## config.mk

```make
export PLATFORM = sky130hd
export DESIGN_NAME = riscy_seq_ctrl
export DESIGN_NICKNAME = d
export VERILOG_FILES = /design/src/rtl/riscy_pkg.sv /design/src/rtl/riscy_wait_timer.sv /design/src/rtl/riscy_seq_ctrl.sv
export SDC_FILE = /design/constraint.sdc
export NUM_CORES = 1
export LEC_CHECK = 0
export CORE_MARGIN = 5
export CORE_UTILIZATION = 47
export DETAILED_ROUTE_END_ITERATION = 12
export PLACE_DENSITY = 0.79
export SETUP_SLACK_MARGIN = 0.4
export SLEW_MARGIN = 20
export SYNTH_ARGS = -nofsm -noshare
export SYNTH_HDL_FRONTEND = slang
export SYNTH_SLANG_ARGS = --single-unit
```

## constraint.sdc

```tcl
create_clock -name CLK -period 1.99 [get_ports CLK]
set_input_delay 0.398 -clock CLK [delete_from_list [all_inputs] [get_ports CLK]]
set_output_delay 0.398 -clock CLK [all_outputs]
set_load 0.01 [all_outputs]
```

## src/rtl/riscy_pkg.sv

```systemverilog
`default_nettype none
// +----------------------------------------------------------------------+
// | riscy_pkg: opcodes, flag indices, phase codes and FSM types for RISCY |
// | Revision: 1.0                                                         |
// +----------------------------------------------------------------------+
package riscy_pkg;

  localparam logic [3:0] OP_LOAD  = 4'd0;
  localparam logic [3:0] OP_STORE = 4'd1;
  localparam logic [3:0] OP_ADD   = 4'd2;
  localparam logic [3:0] OP_SUB   = 4'd3;
  localparam logic [3:0] OP_AND   = 4'd4;
  localparam logic [3:0] OP_OR    = 4'd5;
  localparam logic [3:0] OP_XOR   = 4'd6;
  localparam logic [3:0] OP_NOT   = 4'd7;
  localparam logic [3:0] OP_B     = 4'd8;
  localparam logic [3:0] OP_BZ    = 4'd9;
  localparam logic [3:0] OP_BN    = 4'd10;
  localparam logic [3:0] OP_BV    = 4'd11;
  localparam logic [3:0] OP_BC    = 4'd12;

  localparam int FLAG_Z = 0;
  localparam int FLAG_N = 1;
  localparam int FLAG_V = 2;
  localparam int FLAG_C = 3;

  localparam logic [1:0] PHASE_FETCH  = 2'd0;
  localparam logic [1:0] PHASE_DECODE = 2'd1;
  localparam logic [1:0] PHASE_EXEC   = 2'd2;
  localparam logic [1:0] PHASE_UPD    = 2'd3;

  typedef enum logic [2:0] {
    ST_FETCH  = 3'd0,
    ST_DECODE = 3'd1,
    ST_EXEC   = 3'd2,
    ST_UPD    = 3'd3,
    ST_HALT   = 3'd4
  } state_t;

  typedef enum logic [1:0] {
    CLS_LOAD  = 2'd0,
    CLS_STORE = 2'd1,
    CLS_ALU   = 2'd2,
    CLS_BR    = 2'd3
  } cls_t;

  function automatic logic is_illegal(input logic [3:0] op);
    return op > OP_BC;
  endfunction

endpackage
`default_nettype wire

```

## src/rtl/riscy_wait_timer.sv

```systemverilog
`default_nettype none
// +----------------------------------------------------------------------+
// | riscy_wait_timer: counts consecutive memory wait cycles, flags timeout|
// | Revision: 1.0                                                         |
// +----------------------------------------------------------------------+
module riscy_wait_timer #(
  parameter int WAIT_MAX = 15
) (
  input  logic clk,
  input  logic rst,
  input  logic clr,
  input  logic run,
  output logic timeout
);

  localparam int CW = (WAIT_MAX > 1) ? $clog2(WAIT_MAX) : 1;
  localparam logic [CW-1:0] LAST = CW'(WAIT_MAX - 1);

  logic [CW-1:0] count;

  always_ff @(posedge clk) begin
    if (rst || clr) begin
      count <= '0;
    end else if (run) begin
      count <= count + 1'b1;
    end
  end

  // The current wait cycle is the WAIT_MAX-th one.
  assign timeout = run && (count == LAST);

endmodule
`default_nettype wire

```

## src/rtl/riscy_seq_ctrl.sv

```systemverilog
`default_nettype none
// +----------------------------------------------------------------------+
// | riscy_seq_ctrl: FETCH/DECODE/EXEC/UPD sequencer with waits and traps  |
// | Revision: 1.0                                                         |
// +----------------------------------------------------------------------+
module riscy_seq_ctrl
  import riscy_pkg::*;
#(
  parameter int WAIT_MAX = 15,
  parameter int CNT_W    = 16
) (
  input  logic             CLK,
  input  logic             RST,
  input  logic [3:0]       OPCODE,
  input  logic [3:0]       FLAGS,
  input  logic             MEM_RDY,
  input  logic             HALT_REQ,
  output logic [1:0]       PHASE,
  output logic             IR_EN,
  output logic             A_EN,
  output logic             RDR_EN,
  output logic             ALU_EN,
  output logic             ALU_OE,
  output logic             RAM_OE,
  output logic             RAM_WE,
  output logic             PC_EN,
  output logic             PC_LOAD,
  output logic             RAM_CS_N,
  output logic             HALTED,
  output logic             ERR,
  output logic [CNT_W-1:0] INSTR_CNT
);

  state_t           state, state_nxt;
  cls_t             cls, dec_cls;
  logic             take, dec_take;
  logic             err, err_set;
  logic [CNT_W-1:0] cnt;
  logic             in_access, run, clr, timeout;

  assign in_access = (state == ST_FETCH) ||
                     ((state == ST_EXEC) && ((cls == CLS_LOAD) || (cls == CLS_STORE)));
  assign run = in_access && !MEM_RDY;
  assign clr = MEM_RDY || (state_nxt != state);

  riscy_wait_timer #(.WAIT_MAX(WAIT_MAX)) u_wait (
    .clk     (CLK),
    .rst     (RST),
    .clr     (clr),
    .run     (run),
    .timeout (timeout)
  );

  always_comb begin
    dec_cls  = CLS_BR;
    dec_take = 1'b0;
    if (OPCODE == OP_LOAD)                           dec_cls = CLS_LOAD;
    else if (OPCODE == OP_STORE)                     dec_cls = CLS_STORE;
    else if (OPCODE >= OP_ADD && OPCODE <= OP_NOT)   dec_cls = CLS_ALU;
    case (OPCODE)
      OP_B:    dec_take = 1'b1;
      OP_BZ:   dec_take = FLAGS[FLAG_Z];
      OP_BN:   dec_take = FLAGS[FLAG_N];
      OP_BV:   dec_take = FLAGS[FLAG_V];
      OP_BC:   dec_take = FLAGS[FLAG_C];
      default: dec_take = 1'b0;
    endcase
  end

  always_comb begin
    state_nxt = state;
    err_set   = 1'b0;
    case (state)
      ST_FETCH: begin
        if (MEM_RDY)      state_nxt = ST_DECODE;
        else if (timeout) begin state_nxt = ST_HALT; err_set = 1'b1; end
      end
      ST_DECODE: begin
        if (is_illegal(OPCODE)) begin state_nxt = ST_HALT; err_set = 1'b1; end
        else                    state_nxt = ST_EXEC;
      end
      ST_EXEC: begin
        if (cls == CLS_LOAD || cls == CLS_STORE) begin
          if (MEM_RDY)      state_nxt = ST_UPD;
          else if (timeout) begin state_nxt = ST_HALT; err_set = 1'b1; end
        end else begin
          state_nxt = ST_UPD;
        end
      end
      ST_UPD:  state_nxt = HALT_REQ ? ST_HALT : ST_FETCH;
      ST_HALT: if (!HALT_REQ && !err) state_nxt = ST_FETCH;
      default: state_nxt = ST_FETCH;
    endcase
  end

  always_ff @(posedge CLK) begin
    if (RST) begin
      state <= ST_FETCH;
      cls   <= CLS_ALU;
      take  <= 1'b0;
      err   <= 1'b0;
      cnt   <= '0;
    end else begin
      state <= state_nxt;
      if (state == ST_DECODE) begin
        cls  <= dec_cls;
        take <= dec_take;
      end
      if (err_set)          err <= 1'b1;
      if (state == ST_UPD)  cnt <= cnt + 1'b1;
    end
  end

  always_comb begin
    IR_EN = 1'b0; A_EN = 1'b0; RDR_EN = 1'b0; ALU_EN = 1'b0; ALU_OE = 1'b0;
    RAM_OE = 1'b0; RAM_WE = 1'b0; PC_EN = 1'b0; PC_LOAD = 1'b0; RAM_CS_N = 1'b1;
    PHASE = PHASE_FETCH;
    case (state)
      ST_FETCH: begin
        RAM_CS_N = 1'b0;
        RAM_OE   = 1'b1;
        IR_EN    = MEM_RDY;
      end
      ST_DECODE: PHASE = PHASE_DECODE;
      ST_EXEC: begin
        PHASE = PHASE_EXEC;
        case (cls)
          CLS_ALU: begin ALU_EN = 1'b1; ALU_OE = 1'b1; end
          CLS_LOAD: begin
            RAM_CS_N = 1'b0;
            RAM_OE   = 1'b1;
            RDR_EN   = MEM_RDY;
            A_EN     = MEM_RDY;
          end
          CLS_STORE: begin
            ALU_OE   = 1'b1;
            RAM_CS_N = 1'b0;
            RAM_WE   = 1'b1;
          end
          default: ;
        endcase
      end
      ST_UPD: begin
        PHASE   = PHASE_UPD;
        PC_EN   = 1'b1;
        PC_LOAD = take;
      end
      default: ;
    endcase
    // Reset kills every strobe immediately, before the state register follows.
    if (RST) begin
      IR_EN = 1'b0; A_EN = 1'b0; RDR_EN = 1'b0; ALU_EN = 1'b0; ALU_OE = 1'b0;
      RAM_OE = 1'b0; RAM_WE = 1'b0; PC_EN = 1'b0; PC_LOAD = 1'b0; RAM_CS_N = 1'b1;
    end
  end

  assign HALTED    = (state == ST_HALT);
  assign ERR       = err;
  assign INSTR_CNT = cnt;

endmodule
`default_nettype wire

```

### Word level (Yosys, flattened, before mapping)

Index checks and enable logic that the tools add are counted.

| storage, ports and cells | value |
|---|---|
| input port bits | 12 |
| register bits | 27 |
| output and inout bits | 30 |
| logic and storage cells | 84 |

| cells by class | value |
|---|---|
| mux-type cells | 42 |
| add/sub/neg operators | 2 |
| reduce and logical (&&, ||, !) cells | 17 |
| equality and inequality tests | 14 |
| $lt $le $gt $ge | 3 |

Operators by type and width:

| kind | number |
|---|---|
| $mux 1 | 27 |
| $eq 4x4->1 const B | 6 |
| $mux 3 | 7 |
| $add 16x1->16 const B | 1 |
| $pmux 3 s5 | 1 |
| $eq 3x2->1 const B | 2 |
| $pmux 2 s3 | 1 |
| $logic_and 1x1->1 | 5 |
| $pmux 1 s5 | 1 |
| $add 4x1->4 const B | 1 |
| $eq 4x1->1 const B | 1 |
| $ge 4x2->1 const B | 1 |
| $gt 4x4->1 const B | 1 |
| $le 4x3->1 const B | 1 |
| $logic_not 4->1 | 1 |
| $logic_or 1x1->1 | 4 |
| $mux 2 | 2 |
| $pmux 1 s2 | 2 |
| $reduce_or 2->1 | 2 |
| $eq 3x1->1 const B | 1 |
| $eq 3x3->1 const B | 1 |
| $logic_not 1->1 | 3 |
| $logic_not 3->1 | 1 |
| $ne 3x3->1 | 1 |
| other kinds (4) | 4 |

### Longest topological paths before layout

Gate-level depths: netlist of the first run.

| depth | value |
|---|---|
| depth after elaboration | 13 |
| mapped depth | 8 |
| depth with buffers taken out | 7 |

### By module

From an unflattened synthesis of the first run, not the netlist that was laid out.

| unflattened totals | value |
|---|---|
| cell total of the unflattened synthesis | 180 |
| area total of the unflattened synthesis | 1545.2 µm² |

By module, submodules not included:

| module | seq. area each (µm²) | area an instance (µm²) | instances | cells an instance |
|---|---|---|---|---|
| riscy_seq_ctrl | 460.4 | 1343.8 | 1 | 161 |
| riscy_wait_timer | 80.1 | 201.4 | 1 | 19 |

### Worst setup path before layout of the first run

No wires, ideal clock.

| timing path | value |
|---|---|
| path kind | register to register |
| from | register cls[0] |
| to | register u_wait.count[0] |
| path slack | 0.353 ns |
| stages on the path, launching flop included | 8 |
| buffers on the path | 0 |
| arrival time | 1.507 ns |
| setup time | 0.130 ns |
| data required time | 1.860 ns |
| period minus slack after synthesis | 1.637 ns |
| cell sequence | dfxtp_1 inv_1 ha_1 nor3b_2 nor2_1 and2_0 o2111ai_1 nor2_1 |

| on the way | value |
|---|---|
| longest elaborated chain between the ends | 13 |
| elaborated cells on any way between the ends | 15 |
| those cells by class | eq/ne: 2; mux: 5; reduce/logical: 8 |

RTL lines:

| what | line | source |
|---|---|---|
| start, declared | riscy_seq_ctrl.sv:35 | `cls_t cls, dec_cls;` |
| start signal, assigned | riscy_seq_ctrl.sv:106 | `cls <= dec_cls;` |
| $eq 2x1->1 or $logic_not 2->1 (tied branches) | riscy_seq_ctrl.sv:42, riscy_seq_ctrl.sv:83 |  |
| $logic_or 1x1->1 (*) | riscy_seq_ctrl.sv:42, riscy_seq_ctrl.sv:83 |  |
| $logic_and 1x1->1 | riscy_seq_ctrl.sv:42 | `((state == ST_EXEC) && ((cls == CLS_LOAD) \|\| (cls == CLS_STORE)));` |
| $logic_or 1x1->1 | riscy_seq_ctrl.sv:41 | `assign in_access = (state == ST_FETCH) \|\|` |
| $logic_and 1x1->1 | riscy_seq_ctrl.sv:43 | `assign run = in_access && !MEM_RDY;` |
| $logic_and 1x1->1 | riscy_wait_timer.sv:30 | `assign timeout = run && (count == LAST);` |
| $mux 3 | riscy_seq_ctrl.sv:76, riscy_seq_ctrl.sv:85 |  |
| $mux 3 | riscy_seq_ctrl.sv:84 | `if (MEM_RDY) state_nxt = ST_UPD;` |
| $mux 3 | riscy_seq_ctrl.sv:83 | `if (cls == CLS_LOAD \|\| cls == CLS_STORE) begin` |
| $pmux 3 s5 | riscy_seq_ctrl.sv:73 | `case (state)` |
| $ne 3x3->1 | riscy_seq_ctrl.sv:44 | `assign clr = MEM_RDY \|\| (state_nxt != state);` |
| $logic_or 1x1->1 | riscy_seq_ctrl.sv:44 |  |
| $logic_or 1x1->1 | riscy_wait_timer.sv:22 | `if (rst \|\| clr) begin` |
| end signal, assigned | riscy_wait_timer.sv:25 | `count <= count + 1'b1;` |
| end, declared | riscy_wait_timer.sv:19 | `logic [CW-1:0] count;` |

Every way passes the cells marked *; elsewhere a longest branch is shown, timed or not.
A chain may end at the register's enable or synchronous reset.

### Worst setup path after layout of the first run

| timing path | value |
|---|---|
| from | register state[0] |
| to | output IR_EN |

| on the way | value |
|---|---|
| longest elaborated chain between the ends | 3 |

RTL lines:

| what | line | source |
|---|---|---|
| start, declared | riscy_seq_ctrl.sv:34 | `state_t state, state_nxt;` |
| start signal, assigned | riscy_seq_ctrl.sv:104 | `state <= state_nxt;` |
| $logic_not 3->1 | riscy_seq_ctrl.sv:118 | `case (state)` |
| $mux 1 | riscy_seq_ctrl.sv:118 |  |
| $mux 1 | riscy_seq_ctrl.sv:151 | `if (RST) begin` |
| end, declared | riscy_seq_ctrl.sv:19 | `output logic IR_EN,` |

No other way between the ends.

==> results of run 1 <==
-- stage by stage --
stage | setup WS, ns | total power [W] | std cells | hold WS (ns)
5_1_grt | 0.108 | 0.00107 | 279 | 0.502
6_report | 0.162 | 0.00103 | 279 | 0.464
2_1_floorplan | 0.357 | 0.000661 | 171 | 0.432
3_5_place_dp | -0.424 | 0.000747 | 259 | 0.447
3_3_place_gp | -0.437 | 0.000741 | 259 | 0.444
4_1_cts | 0.186 | 0.000998 | 270 | 0.466
-- power by group --
group	internal [W]	switching (W)
clock	0.0000787	0.000167
sequential	0.000543	0.0000115
combinational	0.000124	0.000106
total	0.000746	0.000285
-- flip-flops by register name, indices dropped and copies added, names as in the netlist --
name          flops
u_wait.count      4
ERR               1
state             3
take              1
INSTR_CNT        16
cls               2
-- kinds of logic after synthesis --
kind of cell | share of synthesized area
flops | 0.360
compound gates | 0.0924
simple gates | 0.331
buf+inv | 0.0533
xor+xnor | 0.0933
fa+ha+maj | 0.0500
mux | 0.0208
-- area by class of cell --
type                       instances  area [um^2]  area share
sequential                        27          584       0.246
inverter                           7         28.8      0.0121
timing repair buffer              68          591       0.249
tap                               44         55.1      0.0232
multi-input combinational        129         1090       0.459
clock buffer                       4         26.3      0.0111
-- worst register-to-register path, delay by kind of cell, from the launching register on --
family,cells,cell delay [ns]
buf+inv,4,0.57
simple gates,4,0.51
flops,1,0.38
xor+xnor,1,0.16
-- synth_stat cells (4+ instances only) --
| master | count | share of area |
|---|---|---|
| dfxtp_1 | 27 | 0.36 |
| nor2_1 | 27 | 0.067 |
| nand2_1 | 10 | 0.025 |
| xor2_1 | 9 | 0.052 |
| inv_1 | 7 | 0.017 |
| nor2b_1 | 7 | 0.029 |
| xnor2_1 | 7 | 0.041 |
| ha_1 | 6 | 0.050 |
| a21oi_1 | 5 | 0.017 |
| and3_1 | 5 | 0.021 |
| clkbuf_1 | 5 | 0.012 |
| nand3_1 | 5 | 0.017 |
| nand4_1 | 4 | 0.017 |
-- worst min-delay path by stage --
stage / startpoint / to / slack, ns / cells after the start
floorplan: take$_SDFFE_PP0P_ / take$_SDFFE_PP0P_ / 0.43 / 2
detailed placement: take$_SDFFE_PP0P_ / take$_SDFFE_PP0P_ / 0.45 / 2
global route: take$_SDFFE_PP0P_ / take$_SDFFE_PP0P_ / 0.50 / 2
CTS: take$_SDFFE_PP0P_ / take$_SDFFE_PP0P_ / 0.47 / 2
global placement: take$_SDFFE_PP0P_ / take$_SDFFE_PP0P_ / 0.44 / 2
finish: take$_SDFFE_PP0P_ / take$_SDFFE_PP0P_ / 0.46 / 2
-- timing repair --
action / 4_1_cts / 5_1_grt
gates resized for setup: 128 / 27
setup endpoints to repair: 38 / 31
pin swaps: 12 / 17
cloned: 1 / 0
buffers inserted: 6 / 9
-- per-layer routing --
layer  vias up  routed length, um  track usage
met5         -                  0            0
met4         0                156       0.0685
met3        17                172       0.0236
met2        43               2300        0.354
met1       705               1710        0.214
li1        725                  -            -
==> impl_metrics.py, run 1 <==
metrics = {
    "detailed_routing": {
        "wl_per_cell_um": 15.5,
        "vias": 1490,
        "dr.pass1.iters": 4,
        "drtAntennaViolNets": 0,
        "drt-vias-per-instance": 5.34,
        "finalWirelength_mm": 4.34,
        "drt-initial-drc-count": 46,
        "drc": 0,
    },
    "setup_path": {
        "path_delay_family": "simple AND/OR/NAND/NOR gates",
        "reg2reg_to": "u_wait.count[3]$_SDFFE_PP0P_",
        "critPathBufInv": 1,
        "crit_slowest_cell": "or3_4",
        "worstSetupPathType": "reg2out",
        "critical_path.max_stage_delay_ns": 0.40,
        "r2r_start": "state[1]$_SDFF_PP0_",
        "cp.arrival_ns": 1.43,
        "crit_path_cell_trace": "or3_4 -> nor3b_2 -> buf_2",
        "startpoint_type": "flip-flop",
        "critPathRequiredTime_ns": 1.59,
        "critical_path.max_fanout": 5,
        "endpoint": "IR_EN",
        "end_kind": "output port",
        "cp-startpoint": "state[0]$_SDFF_PP0_",
        "r2r_slack_ns": 0.29,
        "worst-path-stages": 3,
        "worstRegToRegCells": 9,
    },
    "global_route": {
        "first_global_vias": 1532,
        "antenna_found_initial": 0,
        "grt_overflow_total": 0,
        "gr-usage-all-layers": 0.189,
        "grt_pass1_wl_mm": 6.58,
        "grt_max_degree": 22,
    },
    "finish": {
        "layout_common_cells": "26 x nor2_1, 19 x buf_4, 18 x dlygate4sd2_1, 12 x buf_6, 11 x dfxtp_2",
        "final_common_cell": "nor2_1",
        "fin_nets": 254,
        "drive_above_1_share": 0.443,
        "utilization": 0.778,
        "design_area_um2": 2380,
        "area_delta_synth_final_pct": 58.1,
        "diodes": 0,
        "fillCellCount": 219,
    },
    "outcome": {
        "outcome": "finished clean",
    },
    "synthesis": {
        "synth_edf_count": 0,
        "ys_async_sr_fraction": 0,
        "ys_types": 45,
        "ys.flop_type": "dfxtp_1",
        "netlist_instances": 171,
        "syn_area_per_cell_um2": 8.79,
        "ys_seq_elements": 27,
        "ys_seq_area_frac": 0.360,
        "syn_nets": 189,
        "synth_area_um2": 1500,
        "yosys_warnings": 0,
    },
    "pwr": {
        "leakagePower_nw": 1.03,
        "ir_drop_mv": 0.292,
        "p_per_area_nw_per_um2": 434,
    },
    "floorplanning": {
        "core-area_um2": 3050,
        "dieArea_um2": 4430,
        "start_util": 0.492,
        "die_h_um": 66.5,
        "die_x_um": 66.5,
        "rows": 20,
        "num_io_pins": 42,
    },
    "clock_network": {
        "h-tree-depth": 1,
        "hold_buffers": 0,
        "clk_latency_ns": 0.33,
        "cts_tree": "built",
        "cts_root_buf": "clkbuf_4",
        "cts_buffers": 3,
        "clkSlewWorstSetupHoldPaths_ns": 0.15,
        "cts_sinks": 27,
        "cts_buffer_depth": 2,
    },
    "sta": {
        "worst_pin_slew_ns": 0.405,
        "slew_headroom": 0.729,
        "finClkSkew_ns": 0.0111,
        "slew_violations": 0,
        "hold_violations": 0,
        "setup_tns_ns": 0,
        "fmax_ghz": 0.547,
        "rsz0062_at_grt": "true",
        "setup_viol": 0,
        "period_needed_ns": 1.83,
        "period_share": 0.918,
    },
    "job": {
        "cap_violations": 0,
    },
    "place": {
        "placed_area_um2": 2010,
        "portBuffers": 41,
        "gp_congestion": 0.854,
        "dpl.hpwl_mm": 2.76,
    },
    "hold_path": {
        "hold_class": "reg2reg",
    },
}
Power figures use the tool's default switching activity.
==> run 2: changes to the inputs <==
Settings changed: MAX_ROUTING_LAYER set to met4.
==> run 2 against run 1 <==
Effect of this change:
- core utilization did not move
- final cell count stayed put
- global-route usage is 0.49 points higher
- combinational power barely moved
- first-iteration DRC count decreased by 2.2%
- wire length decreased by 0.32%
- cell area unchanged
- die area unchanged
- register-to-register slack barely moved
- sequential power is essentially flat
- sequential share of layout area unchanged
- total power down 0.37%
- critical path type unchanged
- largest cell class unchanged
- largest power group unchanged
==> impl_metrics.py, run 2 (same netlist as run 1, synthesis figures left out) <==
metrics = {
    "finish": {
        "fillCellCount": 219,
        "design_area_um2": 2380,
        "final_common_cell": "nor2_1",
        "layout_common_cells": "26 x nor2_1, 19 x buf_4, 18 x dlygate4sd2_1, 12 x buf_6, 11 x dfxtp_2",
        "fin_nets": 254,
        "diodes": 0,
        "area_delta_synth_final_pct": 58.1,
        "layout.cells.non_filler": 279,
        "largest_reg_flops": 16,
        "drive_above_1_share": 0.443,
    },
    "setup_path": {
        "worstSetupPathType": "reg2out",
        "worstRegToRegCells": 9,
        "r2r_start": "state[1]$_SDFF_PP0_",
        "startpoint_type": "flip-flop",
        "cp.arrival_ns": 1.42,
        "endpoint": "IR_EN",
        "reg2reg_to": "u_wait.count[3]$_SDFFE_PP0P_",
        "crit_path_cell_trace": "or3_4 -> nor3b_2 -> buf_2",
        "crit_slowest_cell": "or3_4",
        "cp-startpoint": "state[0]$_SDFF_PP0_",
        "r2r_slack_ns": 0.29,
        "end_kind": "output port",
        "critPathRequiredTime_ns": 1.59,
        "critical_path.max_stage_delay_ns": 0.40,
        "critical_path.max_fanout": 5,
    },
    "detailed_routing": {
        "drc": 0,
        "finalWirelength_mm": 4.32,
        "drt-initial-drc-count": 45,
        "drt-vias-per-instance": 5.33,
        "dr.pass1.iters": 4,
        "vias": 1488,
        "wl_per_cell_um": 15.5,
        "drtAntennaViolNets": 0,
    },
    "global_route": {
        "antenna_found_initial": 0,
        "gr-usage-all-layers": 0.193,
        "grt_pass1_wl_mm": 6.58,
        "first_global_vias": 1532,
        "grt_overflow_total": 0,
        "grt_max_degree": 22,
    },
    "pwr": {
        "p_per_area_nw_per_um2": 432,
        "p_sw_w": 0.000281,
        "ir_drop_mv": 0.292,
        "pwr-share-clk": 0.235,
        "power.share.combinational": 0.225,
        "p_int_w": 0.000746,
        "netSwitchingFraction": 0.274,
        "leakagePower_nw": 1.03,
        "seqPwrFrac": 0.540,
    },
    "place": {
        "placed_area_um2": 2010,
        "portBuffers": 41,
        "gp_congestion": 0.868,
        "placed_cells": 259,
        "dpl.hpwl_mm": 2.76,
        "pre_cts_ws_ns": -0.424,
    },
    "clock_network": {
        "h-tree-depth": 1,
        "cts_buffers": 3,
        "cts_tree": "built",
        "cts_buffer_depth": 2,
        "clk_latency_ns": 0.33,
        "cts_sinks": 27,
        "cts_root_buf": "clkbuf_4",
        "clkSlewWorstSetupHoldPaths_ns": 0.15,
        "hold_buffers": 0,
    },
    "sta": {
        "finClkSkew_ns": 0.00700,
        "worst_pin_slew_ns": 0.405,
        "period_share": 0.915,
        "hold_violations": 0,
        "layout_setup_ws_ns": 0.169,
        "setup_viol": 0,
        "hold_ws_ns": 0.464,
        "fmax_ghz": 0.549,
        "period_needed_ns": 1.82,
        "rsz0062_at_grt": "true",
        "slew_headroom": 0.729,
        "slew_violations": 0,
    },
    "floorplanning": {
        "rows": 20,
        "start_util": 0.492,
        "num_io_pins": 42,
        "die_x_um": 66.5,
        "dieArea_um2": 4430,
        "core-area_um2": 3050,
        "die_h_um": 66.5,
    },
    "hold_path": {
        "hold_path.startpoint": "take$_SDFFE_PP0P_",
        "hold_class": "reg2reg",
    },
    "outcome": {
        "outcome": "finished clean",
    },
    "job": {
        "cap_violations": 0,
    },
}
[run 2: cell counts in the layout (fill, tap and decap cells not counted)]
No cell type changed its count.
[run 2: through the flow]
step / util / power, W / setup TNS, ns
floorplan: - / 0.000661 / 0
global placement: 0.659 / 0.000741 / -3.03
detailed placement: 0.659 / 0.000747 / -3.09
CTS: 0.719 / 0.000998 / 0
global route: 0.778 / 0.00107 / 0
finish: 0.778 / 0.00103 / 0
[run 2: timing repair]
| item | in CTS | in global routing |
|---|---|---|
| hold endpoints to repair | 0 | 0 |
| gates cloned | 1 | 0 |
| resized for setup | 128 | 27 |
| endpoints found under the setup margin | 38 | 31 |
| pin swaps | 12 | 17 |
| setup buffers | 6 | 9 |
[run 2: layout make-up]
class | instances | area (um^2) | area share
clock buffers | 4 | 26.3 | 0.0111
inverters | 7 | 28.8 | 0.0121
multi-input cells | 129 | 1090 | 0.459
flip-flops and latches | 27 | 584 | 0.246
repair buffers | 68 | 591 | 0.249
well taps | 44 | 55.1 | 0.0232
[run 2: worst min path at each step]
stage | endpoint | slack (ns) | depth (start not counted)
after floorplan | take$_SDFFE_PP0P_ | 0.43 | 2
after global placement | take$_SDFFE_PP0P_ | 0.44 | 2
after detailed placement | take$_SDFFE_PP0P_ | 0.45 | 2
after CTS | take$_SDFFE_PP0P_ | 0.47 | 2
after global routing | take$_SDFFE_PP0P_ | 0.50 | 2
final | take$_SDFFE_PP0P_ | 0.46 | 2
[run 2: per-layer routing]
metal / up-vias / part of all wire / GRT usage
met5: - / 0 / -
met4: 0 / 0.031 / 0.0685
met3: 13 / 0.031 / 0.0202
met2: 37 / 0.54 / 0.354
met1: 712 / 0.40 / 0.216
li1: 726 / - / -
[run 2: worst max-delay path: cells and delay by family, from the launching register on]
kind / cells / cell delay (ns)
DFF: 1 / 0.39
and+or+nand+nor: 2 / 0.56
buffers and inverters: 1 / 0.15
[run 2: power groups by stage]
| stage | Combinational (W) | Clock [W] | Sequential [W] |
|---|---|---|---|
| 2_1_floorplan | 0.0000915 | 0 | 0.000569 |
| 3_3_place_gp | 0.000169 | 0 | 0.000572 |
| 3_5_place_dp | 0.000175 | 0 | 0.000572 |
| 4_1_cts | 0.000199 | 0.000244 | 0.000556 |
| 5_1_grt | 0.000248 | 0.000268 | 0.000556 |
| 6_report | 0.000231 | 0.000242 | 0.000555 |
